==> src/rtl/dcache_pkg.sv <==
// Shared definitions for the direct-mapped write-back data cache controller.
// State encoding, line geometry and the line-width helper macro.
`ifndef DCACHE_PKG_SV
`define DCACHE_PKG_SV

`define DCACHE_LINE_W(dw) ((dw) * dcache_pkg::WPL)

package dcache_pkg;

    typedef enum logic [1:0] {
        IDLE  = 2'd0,
        WB    = 2'd1,
        ALLOC = 2'd2
    } state_t;

    localparam int WPL   = 4;
    localparam int OFF_W = 2;

endpackage

`endif

==> src/rtl/dcache_array.sv <==
// Tag/valid/dirty/data storage for the data cache: async read of one line,
// sync word-write and line-fill ports, async clear of valid/dirty.
module dcache_array
    import dcache_pkg::*;
#(
    parameter int LINES = 8,
    parameter int IW    = 3,
    parameter int TW    = 11,
    parameter int DW    = 16
) (
    input  logic                           clk,
    input  logic                           rst,
    input  logic [IW-1:0]                  rd_index,
    output logic                           rd_valid,
    output logic                           rd_dirty,
    output logic [TW-1:0]                  rd_tag,
    output logic [`DCACHE_LINE_W(DW)-1:0]  rd_line,
    input  logic                           wr_en,
    input  logic [IW-1:0]                  wr_index,
    input  logic [OFF_W-1:0]               wr_off,
    input  logic [DW-1:0]                  wr_data,
    input  logic                           fill_en,
    input  logic [IW-1:0]                  fill_index,
    input  logic [TW-1:0]                  fill_tag,
    input  logic [`DCACHE_LINE_W(DW)-1:0]  fill_line,
    input  logic                           clean_en,
    input  logic [IW-1:0]                  clean_index
);

    localparam int LW = `DCACHE_LINE_W(DW);

    logic [LINES-1:0] valid_q, valid_d;
    logic [LINES-1:0] dirty_q, dirty_d;
    logic [LW-1:0]    data_mem [LINES];
    logic [TW-1:0]    tag_mem  [LINES];

    // A fill always leaves the line clean, overriding any same-cycle dirty update.
    always_comb begin
        valid_d = valid_q;
        dirty_d = dirty_q;
        if (wr_en)
            dirty_d[wr_index] = 1'b1;
        if (clean_en)
            dirty_d[clean_index] = 1'b0;
        if (fill_en) begin
            valid_d[fill_index] = 1'b1;
            dirty_d[fill_index] = 1'b0;
        end
    end

    always_ff @(posedge clk or posedge rst) begin
        if (rst) begin
            valid_q <= '0;
            dirty_q <= '0;
        end else begin
            valid_q <= valid_d;
            dirty_q <= dirty_d;
        end
    end

    always_ff @(posedge clk) begin
        if (fill_en) begin
            data_mem[fill_index] <= fill_line;
            tag_mem[fill_index]  <= fill_tag;
        end else if (wr_en) begin
            for (int w = 0; w < WPL; w++)
                if (wr_off == w[OFF_W-1:0])
                    data_mem[wr_index][w*DW +: DW] <= wr_data;
        end
    end

    assign rd_valid = valid_q[rd_index];
    assign rd_dirty = dirty_q[rd_index];
    assign rd_tag   = tag_mem[rd_index];
    assign rd_line  = data_mem[rd_index];

endmodule

==> src/rtl/dcache_ctrl.sv <==
// Direct-mapped, write-back, write-allocate data cache controller.
// Answers MEM-stage loads/stores with zero latency on a hit; otherwise writes back and refills.
module dcache_ctrl
    import dcache_pkg::*;
#(
    parameter int LINES = 8,
    parameter int AW    = 16,
    parameter int DW    = 16
) (
    input  logic                           clk,
    input  logic                           rst,
    input  logic                           re,
    input  logic                           we,
    input  logic [AW-1:0]                  addr,
    input  logic [DW-1:0]                  wdata,
    output logic [DW-1:0]                  rdata,
    output logic                           rdy,
    output logic                           mem_re,
    output logic                           mem_we,
    output logic [AW-3:0]                  mem_addr,
    output logic [`DCACHE_LINE_W(DW)-1:0]  mem_wdata,
    input  logic [`DCACHE_LINE_W(DW)-1:0]  mem_rdata,
    input  logic                           mem_ack
);

    localparam int IW = $clog2(LINES);
    localparam int TW = AW - OFF_W - IW;
    localparam int LW = `DCACHE_LINE_W(DW);

    state_t state_q, state_d;
    logic   mem_re_q, mem_re_d;
    logic   mem_we_q, mem_we_d;

    logic [OFF_W-1:0] off;
    logic [IW-1:0]    index;
    logic [TW-1:0]    tag;
    logic             req, hit;
    logic             rd_valid, rd_dirty;
    logic [TW-1:0]    rd_tag;
    logic [LW-1:0]    rd_line;
    logic             wr_en, fill_en, clean_en;

    assign off   = addr[OFF_W-1:0];
    assign index = addr[OFF_W+IW-1:OFF_W];
    assign tag   = addr[AW-1:OFF_W+IW];
    assign req   = re | we;
    assign hit   = rd_valid && (rd_tag == tag);

    dcache_array #(
        .LINES (LINES),
        .IW    (IW),
        .TW    (TW),
        .DW    (DW)
    ) u_array (
        .clk         (clk),
        .rst         (rst),
        .rd_index    (index),
        .rd_valid    (rd_valid),
        .rd_dirty    (rd_dirty),
        .rd_tag      (rd_tag),
        .rd_line     (rd_line),
        .wr_en       (wr_en),
        .wr_index    (index),
        .wr_off      (off),
        .wr_data     (wdata),
        .fill_en     (fill_en),
        .fill_index  (index),
        .fill_tag    (tag),
        .fill_line   (mem_rdata),
        .clean_en    (clean_en),
        .clean_index (index)
    );

    // The request is never latched: the pipeline holds addr steady while rdy is low,
    // so index/tag stay valid through write-back and refill.
    always_comb begin
        state_d  = state_q;
        wr_en    = 1'b0;
        fill_en  = 1'b0;
        clean_en = 1'b0;
        case (state_q)
            IDLE: begin
                if (req && !hit)
                    state_d = rd_dirty ? WB : ALLOC;
                else if (we && hit)
                    wr_en = 1'b1;
            end
            WB: begin
                if (mem_ack) begin
                    clean_en = 1'b1;
                    state_d  = ALLOC;
                end
            end
            ALLOC: begin
                if (mem_ack) begin
                    fill_en = 1'b1;
                    state_d = IDLE;
                end
            end
            default: state_d = IDLE;
        endcase
        mem_re_d = (state_d == ALLOC);
        mem_we_d = (state_d == WB);
    end

    always_ff @(posedge clk or posedge rst) begin
        if (rst) begin
            state_q  <= IDLE;
            mem_re_q <= 1'b0;
            mem_we_q <= 1'b0;
        end else begin
            state_q  <= state_d;
            mem_re_q <= mem_re_d;
            mem_we_q <= mem_we_d;
        end
    end

    always_comb begin
        rdata = '0;
        for (int w = 0; w < WPL; w++)
            if (off == w[OFF_W-1:0])
                rdata = rd_line[w*DW +: DW];
    end

    assign rdy       = (state_q == IDLE) && (!req || hit);
    assign mem_re    = mem_re_q;
    assign mem_we    = mem_we_q;
    assign mem_addr  = (state_q == WB) ? {rd_tag, index} : addr[AW-1:OFF_W];
    assign mem_wdata = rd_line;

endmodule

==> config.mk <==
export PLATFORM = sky130hd
export DESIGN_NAME = dcache_ctrl
export DESIGN_NICKNAME = d
export VERILOG_FILES = /design/src/rtl/dcache_pkg.sv /design/src/rtl/dcache_array.sv /design/src/rtl/dcache_ctrl.sv
export SDC_FILE = /design/constraint.sdc
export NUM_CORES = 1
export LEC_CHECK = 0
export BUFFER_PORTS_ARGS = -buffer_cell sky130_fd_sc_hd__buf_2
export CORE_ASPECT_RATIO = 0.8
export CORE_MARGIN = 2
export CORE_UTILIZATION = 40
export CTS_CLUSTER_DIAMETER = 60
export DETAILED_ROUTE_END_ITERATION = 10
export MAX_ROUTING_LAYER = met4
export PLACE_DENSITY = 0.64
export SYNTH_ARGS = -nofsm -noshare
export SYNTH_HDL_FRONTEND = slang
export SYNTH_HIERARCHICAL = 1
export SYNTH_SLANG_ARGS = --single-unit
==> constraint.sdc <==
create_clock -name clk -period 5.6 [get_ports clk]
set_input_delay 0.84 -clock clk [delete_from_list [all_inputs] [get_ports clk]]
set_output_delay 0.84 -clock clk [all_outputs]
set_load 0.05 [all_outputs]
### Word level (Yosys, flattened, before mapping)

Memory sizes are Yosys's and may differ from the RTL's.
Cells that the tools add are included.

| operators by class | value |
|---|---|
| equality and inequality tests | 8 |
| bitwise operators | 10 |
| muxes and demuxes | 47 |
| reduce and logical (&&, ||, !) cells | 10 |
| $lt $le $gt $ge | 2 |

Operators by type and width:

| cell | number |
|---|---|
| $mux 16 | 8 |
| $mux 1 | 27 |
| $mux 8 | 3 |
| $and 8x8->8 | 2 |
| $or 8x8->8 | 2 |
| $mux 14 | 1 |
| $eq 11x11->1 | 1 |
| $eq 2x2->1 const B | 4 |
| $mux 2 | 4 |
| $not 8->8 | 1 |
| $bmux 1 s3 | 2 |
| $eq 2x1->1 const B | 3 |
| $pmux 2 s3 | 1 |
| $logic_and 1x1->1 | 5 |
| $or 1x1->1 | 5 |
| $logic_not 2->1 | 2 |
| $lt 3x4->1 const B | 1 |
| $demux 1 s3 | 1 |
| $ge 3x1->1 const B | 1 |
| $logic_not 1->1 | 2 |
| $logic_or 1x1->1 | 1 |

| word-level totals | value |
|---|---|
| bits in registers | 20 |
| RAM bits | 600 |
| memories | 2 |
| output and inout bits | 97 |
| input bits | 101 |
| logic and storage cells | 84 |

Memories:

| memory | words | bits a word | read ports | clocked after memory_dff | write ports | RTL line | RTL |
|---|---|---|---|---|---|---|---|
| u_array.data_mem | 8 | 64 | 1 | 0 | 1 | dcache_array.sv:34 | `logic [LW-1:0] data_mem [LINES];` |
| u_array.tag_mem | 8 | 11 | 1 | 0 | 1 | dcache_array.sv:35 | `logic [TW-1:0] tag_mem [LINES];` |

### Longest topological paths before layout

Gate-level depths: netlist of run 1.

| depth | value |
|---|---|
| depth after elaboration | 12 |
| mapped depth | 13 |
| depth with buffers taken out | 8 |

### By module

The synthesis of run 1 kept the hierarchy.

By module, submodules not included:

| module | area an instance (µm²) | instances | cells an instance | seq. area each (µm²) |
|---|---|---|---|---|
| dcache_array | 24479.7 | 1 | 1155 | 18417.7 |
| dcache_ctrl | 878.3 | 1 | 74 | 100.1 |

### Worst setup path after synthesis of run 1

No wires, ideal clock.

| timing | value |
|---|---|
| path type | input-to-reg |
| start | in addr[2] |
| end | mem u_array/data_mem[6][0] (netlist bit) (enable) |
| library setup time | 0.409 ns |
| required time | 5.191 ns |
| stages | 10 |
| setup slack | 0.382 ns |
| arrival | 4.809 ns |
| path through | buf_6 buf_2 mux4_2 mux2_4 xnor2_1 nand4_1 nor4_1 nor2b_1 mux2_2 nor3_1 |

| between the ends | value |
|---|---|
| cells in the longest elaborated chain, start to end | 11 |
| elaborated cells between the ends (all ways) | 15 |
| those cells by class | eq/ne: 1; mux: 8; bitwise: 1; reduce/logical: 4; memory: 1 |

Ends and longest elaborated chain:

| item | RTL line | RTL |
|---|---|---|
| from (decl) | dcache_ctrl.sv:14 | `input logic [AW-1:0] addr,` |
| $mem_v2 8x11 (*) | -- |  |
| named net rd_tag[1] | dcache_ctrl.sv:39 | `logic [TW-1:0] rd_tag;` |
| $eq 11x11->1 (*) | dcache_ctrl.sv:47 | `assign hit = rd_valid && (rd_tag == tag);` |
| $logic_and 1x1->1 (*) | dcache_ctrl.sv:47 |  |
| $logic_and 1x1->1 / $logic_not 1->1 (equally long branches) | dcache_ctrl.sv:85, dcache_ctrl.sv:83 |  |
| $mux 1 / $logic_and 1x1->1 (equally long branches) | dcache_ctrl.sv:85, dcache_ctrl.sv:83 |  |
| $mux 1 (*) | dcache_ctrl.sv:83 | `if (req && !hit)` |
| $mux 1 (*) | dcache_ctrl.sv:81 | `case (state_q)` |
| named net wr_en | dcache_ctrl.sv:41 | `logic wr_en, fill_en, clean_en;` |
| $mux 1 (*) | dcache_array.sv:65 | `end else if (wr_en) begin` |
| $mux 1 (*) | dcache_array.sv:62 | `if (fill_en) begin` |
| $mux 1 (implied by the code) (*) | dcache_array.sv:68 | `data_mem[wr_index][w*DW +: DW] <= wr_data;` |
| $or 1x1->1 (no source line) (*) | -- |  |
| to (decl) | dcache_array.sv:34 |  |

Mark *: on every way through the listed nets, which the timed path passes. The rest lies on a longest branch. The select of a mux whose other input is x is not followed.

### Worst setup path after layout of run 1

| timing | value |
|---|---|
| start | in addr[4] |
| end | out rdata[0] |

| between the ends | value |
|---|---|
| cells in the longest elaborated chain, start to end | 5 |

Ends and longest elaborated chain:

| item | RTL line | RTL |
|---|---|---|
| $mem_v2 8x64 (*) | -- |  |
| $mux 16 (3 in series) | dcache_ctrl.sv:121 | `if (off == w[OFF_W-1:0])` |
| $mux 16 (*) | dcache_ctrl.sv:121 |  |
| to (decl) | dcache_ctrl.sv:16 | `output logic [DW-1:0] rdata,` |

Mark *: on every way between the ends. The rest lies on a longest branch, timed or not.

==> flow_summary.toml, run 1 <==
[global_routing]
grt_max_degree = 95
grt_first_pass_wirelength_um = 94710
grt_overflow_total = 0
grt_pass1_vias = 13090
grtUsageTotal_pct = 20.92
antenna_found_initial = 10

[logic_synthesis]
synth_top_area_cell = "edfxtp_1"
synth_cell_types = 35
synth_area_per_cell_um2 = 20.63
synth_area_mm2 = 0.02536
ys_warn_count = 6
synthFlopType = "edfxtp_1"
ys_top_cells_by_area = "edfxtp_1, mux4_2, mux2_4"
syn_nets = 1330
yosysSeqAreaShare_pct = 73.03
netlist.area_leader.share_pct = 71.05
synth-seq-cells = 620
synthCells = 1229
synth_async_sr_flop_share_pct = 3.226
synth_edf_count = 600

[critical_path]
worstPathRequired_ns = 4.76
reg2reg_slack_ns = 1.58
crit_chain = "buf_6, buf_12, mux4_2, mux2_2, mux4_2, buf_2"
crit_top_cell = "mux4_2"
critPathKind = "primary input to primary output"
cp_max_fo = 94
rr_endpoint = "u_array/data_mem[5][8]$_DFFE_PP_"
end_kind = "primary output"
cp.arrival_ns = 3.68
crit_buf_inv = 3
worstRegToRegCells = 11
cp_slowest_stage_delay_ns = 0.61
cp_slowest_cell = "buf_6"
r2r-start = "u_array/tag_mem[7][9]$_DFFE_PP_"
critPathTopFamily = "buffers and inverters"
critPathLaunchType = "primary input"

[clock_network]
clk_path_buf_depth = 3
clockRootBuffer = "clkbuf_16"
clk-insertion-delay-late_ns = 0.66
cts.htree.levels = 2
cts-resized-gates = 0
postCtsSetupBuffers = 0
ctsHoldBuffers = 0
cts_tree = "built"
clkSinkCount = 620
numCtsBuffers = 61
clk_pin_slew_ns = 0.06

[timing]
rsz0062_at_grt = "no"
period_share_pct = 80.74
finalHoldViolCount = 0
slew_violations = 0
setup_viol = 0
holdWs_ns = 0.1333
clock_skew_ns = 0.06100
max_slew_margin_pct = 26.52
setup_ws_ns = 1.078
period_minus_slack_ns = 4.522
fin_tns_setup_ns = 0
tightest_slew_ns = 1.071
fmax_ghz = 0.2212

[finish]
diodes = 0
layout_commonest_cell = "edfxtp_1"
syn2layout_area_growth_pct = 18.05
num-fill-cells = 5147
drive_gt1_share_pct = 41.89
mostFrequentLayoutCells = "edfxtp_1, buf_2, mux4_2"
num-nets-final = 1593
design_area_mm2 = 0.02994

[place]
dpl.hpwl_um = 43850
port_buffers = 197
place_ws_ns = 0.5518
post_dp_cell_area_mm2 = 0.02792
place_congestion = 0.8764

[power]
comb_power_share_pct = 9.8
ir_drop_v = 0.0002545
clkPwrFrac_pct = 39.7
p_int_mw = 7.853
swShare_pct = 23.81
power.share.sequential_pct = 50.4
p_leak_nw = 10.32
p_switching_mw = 2.454
power_density_mw_per_mm2 = 344.3
power.total_mw = 10.31

[route]
drt.antenna.violating_nets = 0
routed_wirelength_um = 66850
drcViolationCount = 0
routedWlPerCell_um = 28.06
dr.pass1.iters = 5
num_vias = 13350
via_per_inst = 5.606
drt_iter0_drc = 1423

[floorplan]
coreArea_mm2 = 0.06269
chipWidth_um = 285.5
core.rowCount = 82
initial_utilization_pct = 40.45
die-area_mm2 = 0.06544
fp.dieH_um = 229.2
io_pins = 198

[run_status]
status = "finished clean"

[worst_hold_path]
holdCritPathClass = "primary input to async pin"

[flow_run]
maxCapViolations = 0
routing by layer:
| layer | routed length [um] | vias up | GRT usage, % |
|---|---|---|---|
| met5 | 0 | - | - |
| met4 | 1019 | 0 | 4.221 |
| met3 | 5820 | 74 | 3.675 |
| met2 | 31380 | 617 | 31.66 |
| met1 | 28630 | 7125 | 30.01 |
| li1 | - | 5538 | - |
sequential cells by signal (all words and copies together), names as in the netlist:
signal,flops
u_array/data_mem,512
u_array/tag_mem,88
u_array/dirty_q,8
u_array/valid_q,8
state_q,2
mem_re,1
mem_we,1
power by group through the flow:
| stage | sequential (mW) | combinational [mW] | clock, mW |
|---|---|---|---|
| 3_5_place_dp | 5.30 | 1.02 | 0 |
| 5_1_grt | 5.20 | 1.06 | 4.34 |
| 3_3_place_gp | 5.29 | 1.01 | 0 |
| 6_report | 5.20 | 1.01 | 4.10 |
| 2_1_floorplan | 5.29 | 0.685 | 0 |
| 4_1_cts | 5.20 | 1.02 | 4.17 |
stage by stage:
step	utilization (%)	std cells
6_report	47.75	2382
4_1_cts	47.75	2382
3_3_place_gp	44.53	2269
5_1_grt	47.75	2382
3_5_place_dp	44.53	2269
2_1_floorplan	-	1229
worst max-delay path by stage:
stage	endpoint	slack (ns)	cells past startpoint	startpoint
2_1_floorplan	u_array/data_mem[6][0]$_DFFE_PP_	0.38	10	addr[2]
3_3_place_gp	u_array/data_mem[2][58]$_DFFE_PP_	0.52	12	addr[4]
3_5_place_dp	u_array/data_mem[5][14]$_DFFE_PP_	0.55	12	addr[4]
4_1_cts	rdata[0]	1.09	6	addr[4]
5_1_grt	u_array/data_mem[5][8]$_DFFE_PP_	0.98	12	addr[4]
6_report	rdata[0]	1.08	6	addr[4]
worst register-to-register path: stages, from the launching register on:
cell	delay, ns
edfxtp_1	0.35
mux4_2	0.48
mux2_4	0.28
xnor2_1	0.25
nand4_1	0.22
nor4_1	0.31
buf_4	0.21
nor2b_1	0.15
buf_4	0.17
mux2i_1	0.88
nor2_1	0.18
buf_4	0.27
cell type report:
class	count	area, um2	share of cell area (%)
tap	840	1051	3.511
sequential	620	18520	61.86
clock buffer	64	1538	5.137
timing repair buffer	262	1872	6.253
clock inverter	49	483.0	1.613
inverter	6	22.52	0.07523
multi-input combinational	541	6452	21.55
synth_stat cells (3+ instances only):
master,n
buf_4,4
nand4_1,3
mux2_4,59
nand2_1,150
a211oi_1,3
mux2_2,31
xnor2_1,11
mux2i_1,4
a311oi_1,4
nor3_1,9
buf_6,3
nor2b_1,11
a21oi_1,10
nand2b_1,4
edfxtp_1,600
a31oi_1,11
dfrtp_1,20
and2_1,4
nor2_1,40
clkbuf_1,15
or2_2,8
buf_2,30
buf_12,7
inv_1,6
mux4_2,170
kinds of logic (layout without fill, tap and decap cells):
kind of cell / Yosys count / in the layout / synth area share (%)
flops: 620 / 620 / 73.03
mux: 264 / 264 / 20.13
simple gates: 233 / 233 / 3.854
buf+inv: 68 / 381 / 1.756
compound gates: 33 / 33 / 0.8585
xor+xnor: 11 / 11 / 0.3799
No activity file was read; power rests on OpenSTA's default activity.
==> run 2: changes to the inputs <==
ABC_AREA = 1   (was unset)
clock period = 4.2 ns   (was 5.6 ns; I/O delays follow)
==> flow_summary.toml, run 2 <==
[timing]
tightest_slew_ns = 1.022
max_slew_margin_pct = 31.56
clock_skew_ns = 0.03488
period_share_pct = 89.76
rsz0062_at_grt = "no"
holdWs_ns = 0.3620
fin_tns_setup_ns = 0
finalHoldViolCount = 0
period_minus_slack_ns = 3.770
fmax_ghz = 0.2653
setup_ws_ns = 0.4303
setup_viol = 0
slew_violations = 0

[logic_synthesis]
yosysMostFrequentCell = "nand2_1"
synthTopCellsByCount = "nand2_1, inv_1, edfxtp_1, nand3_1, buf_2"
synth_area_per_cell_um2 = 9.082
ys_top_cells_by_area = "edfxtp_1, nand2_1, inv_1"
synth_cell_types = 23
synth_area_mm2 = 0.02884
synthFlopType = "edfxtp_1"
synth_edf_count = 600
synthMuxAreaShare_pct = 0.03905
syn_nets = 3276
synth_xor_xnor_area_share_pct = 0.03037
synth_top_family_by_area = "simple AND/OR/NAND/NOR gates"
yosys.area_share.adder_pct = 0
synth_compound_area_share_pct = 0.5858
synth_top_area_cell = "edfxtp_1"
yosysSeqAreaShare_pct = 64.22
netlist.area_leader.share_pct = 62.48
synth-seq-cells = 620
yosys.area_share.simple_pct = 23.87
synthCells = 3175
ys_warn_count = 6
synth_async_sr_flop_share_pct = 3.226

[clock_network]
clockRootBuffer = "clkbuf_16"
clk_path_buf_depth = 3
clkSinkCount = 620
clk-insertion-delay-late_ns = 0.61
cts_tree = "built"
ctsHoldBuffers = 1
numCtsBuffers = 67
postCtsSetupBuffers = 0
cts-resized-gates = 0
clk_pin_slew_ns = 0.06
cts.htree.levels = 3

[place]
place_ws_ns = 0.1970
post_dp_cell_area_mm2 = 0.03105
place_congestion = 0.9086
port_buffers = 197
dp.cells = 4252
dpl.hpwl_um = 52490

[critical_path]
cp_max_fo = 86
critPathKind = "primary input to primary output"
critPathLaunchType = "primary input"
end_kind = "primary output"
worstPathRequired_ns = 3.57
cp.arrival_ns = 3.14

[flow_run]
maxCapViolations = 0

[finish]
multi_input_area_mm2 = 0.007152
top_register = "u_array/data_mem"
layout_commonest_cell = "nand2_1"
mostFrequentLayoutCells = "nand2_1, inv_1, edfxtp_1"
largest_reg_flops = 512
fin_cells = 4375
drive_gt1_share_pct = 11.79
num-fill-cells = 6660
register_area_mm2 = 0.01852
largestRegisters = "u_array/data_mem: 512 flops, u_array/tag_mem: 88 flops"
finish.utilization_pct = 46.24
num-nets-final = 3478
design_area_mm2 = 0.03314
syn2layout_area_growth_pct = 14.94

[global_routing]
grtUsageTotal_pct = 22.74
grt_first_pass_wirelength_um = 121800
grt_pass1_vias = 18940
grt_max_degree = 130
grt_overflow_total = 0
antenna_found_initial = 5

[floorplan]
core.rowCount = 88
die-area_mm2 = 0.07427
io_pins = 198
chipWidth_um = 304.2
coreArea_mm2 = 0.07168
fp.dieH_um = 244.1
initial_utilization_pct = 40.23

[worst_hold_path]
holdCritPathClass = "primary input to flop"

[power]
power.total_mw = 14.49
p_leak_nw = 15.84
ir_drop_v = 0.0002472
power_density_mw_per_mm2 = 437.2

[route]
num_vias = 21060
routed_wirelength_um = 82950
routedWlPerCell_um = 18.96
dr.pass1.iters = 5
drt_iter0_drc = 2159
via_per_inst = 4.814
drcViolationCount = 0
drt.antenna.violating_nets = 0

[run_status]
status = "finished clean"
## run 2: cell type report
class | instances | area share, %
inverters | 681 | 7.754
flip-flops and latches | 620 | 55.87
clock inverters | 35 | 0.8532
well taps | 945 | 3.568
diodes | 3 | 0.02265
clock buffers | 84 | 5.410
repair buffers | 271 | 4.942
multi-input cells | 1736 | 21.58
## run 2: worst max-delay path: stages
cell	delay, ns
buf_8	0.11
inv_8	0.36
buf_4	0.63
nand2_1	0.10
nand3_1	0.10
nand2_1	0.07
nand2_1	0.05
nand2_1	0.15
nand2_1	0.18
nand4_1	0.30
buf_2	0.33
## run 2: path summary, 6_finish.rpt
| kind | startpoint | to | slack, ns | cells after the start |
|---|---|---|---|---|
| max in group asynchronous | rst | u_array/valid_q[7]$_DFFE_PP0P_ | 3.08 | 3 |
| worst max-delay path | addr[2] | rdata[2] | 0.43 | 11 |
| worst min register to register | u_array/valid_q[2]$_DFFE_PP0P_ | u_array/valid_q[2]$_DFFE_PP0P_ | 0.46 | 2 |
| worst max register to register | u_array/tag_mem[2][10]$_DFFE_PP_ | u_array/data_mem[7][37]$_DFFE_PP_ | 0.93 | 18 |
| worst min-delay path | addr[11] | u_array/tag_mem[1][6]$_DFFE_PP_ | 0.36 | 1 |
| min in group asynchronous | rst | state_q[0]$_DFF_PP0_ | 0.47 | 3 |
## run 2: where the power goes
group | switching, mW | leakage (nW) | total (mW) | internal, mW
logic | 1.44 | 9.18 | 1.83 | 0.398
registers | 0.0386 | 5.65 | 7.03 | 7.00
clock network | 2.35 | 1.01 | 5.62 | 3.27
## run 2: routing by layer
metal / vias to the layer above / routed length, um / GRT usage, %
met3: 136 / 8417 / 5.061
met2: 856 / 36790 / 33.21
met4: 0 / 2659 / 8.107
met5: - / 0 / -
li1: 10240 / - / -
met1: 9827 / 35080 / 31.21
## run 2: cells by family after synthesis
logic type,count (synthesis)
and+or+nand+nor,1702
buffers and inverters,819
DFF,620
muxes,1
AOI/OAI and AO/OA,32
xor gates and xnor gates,1
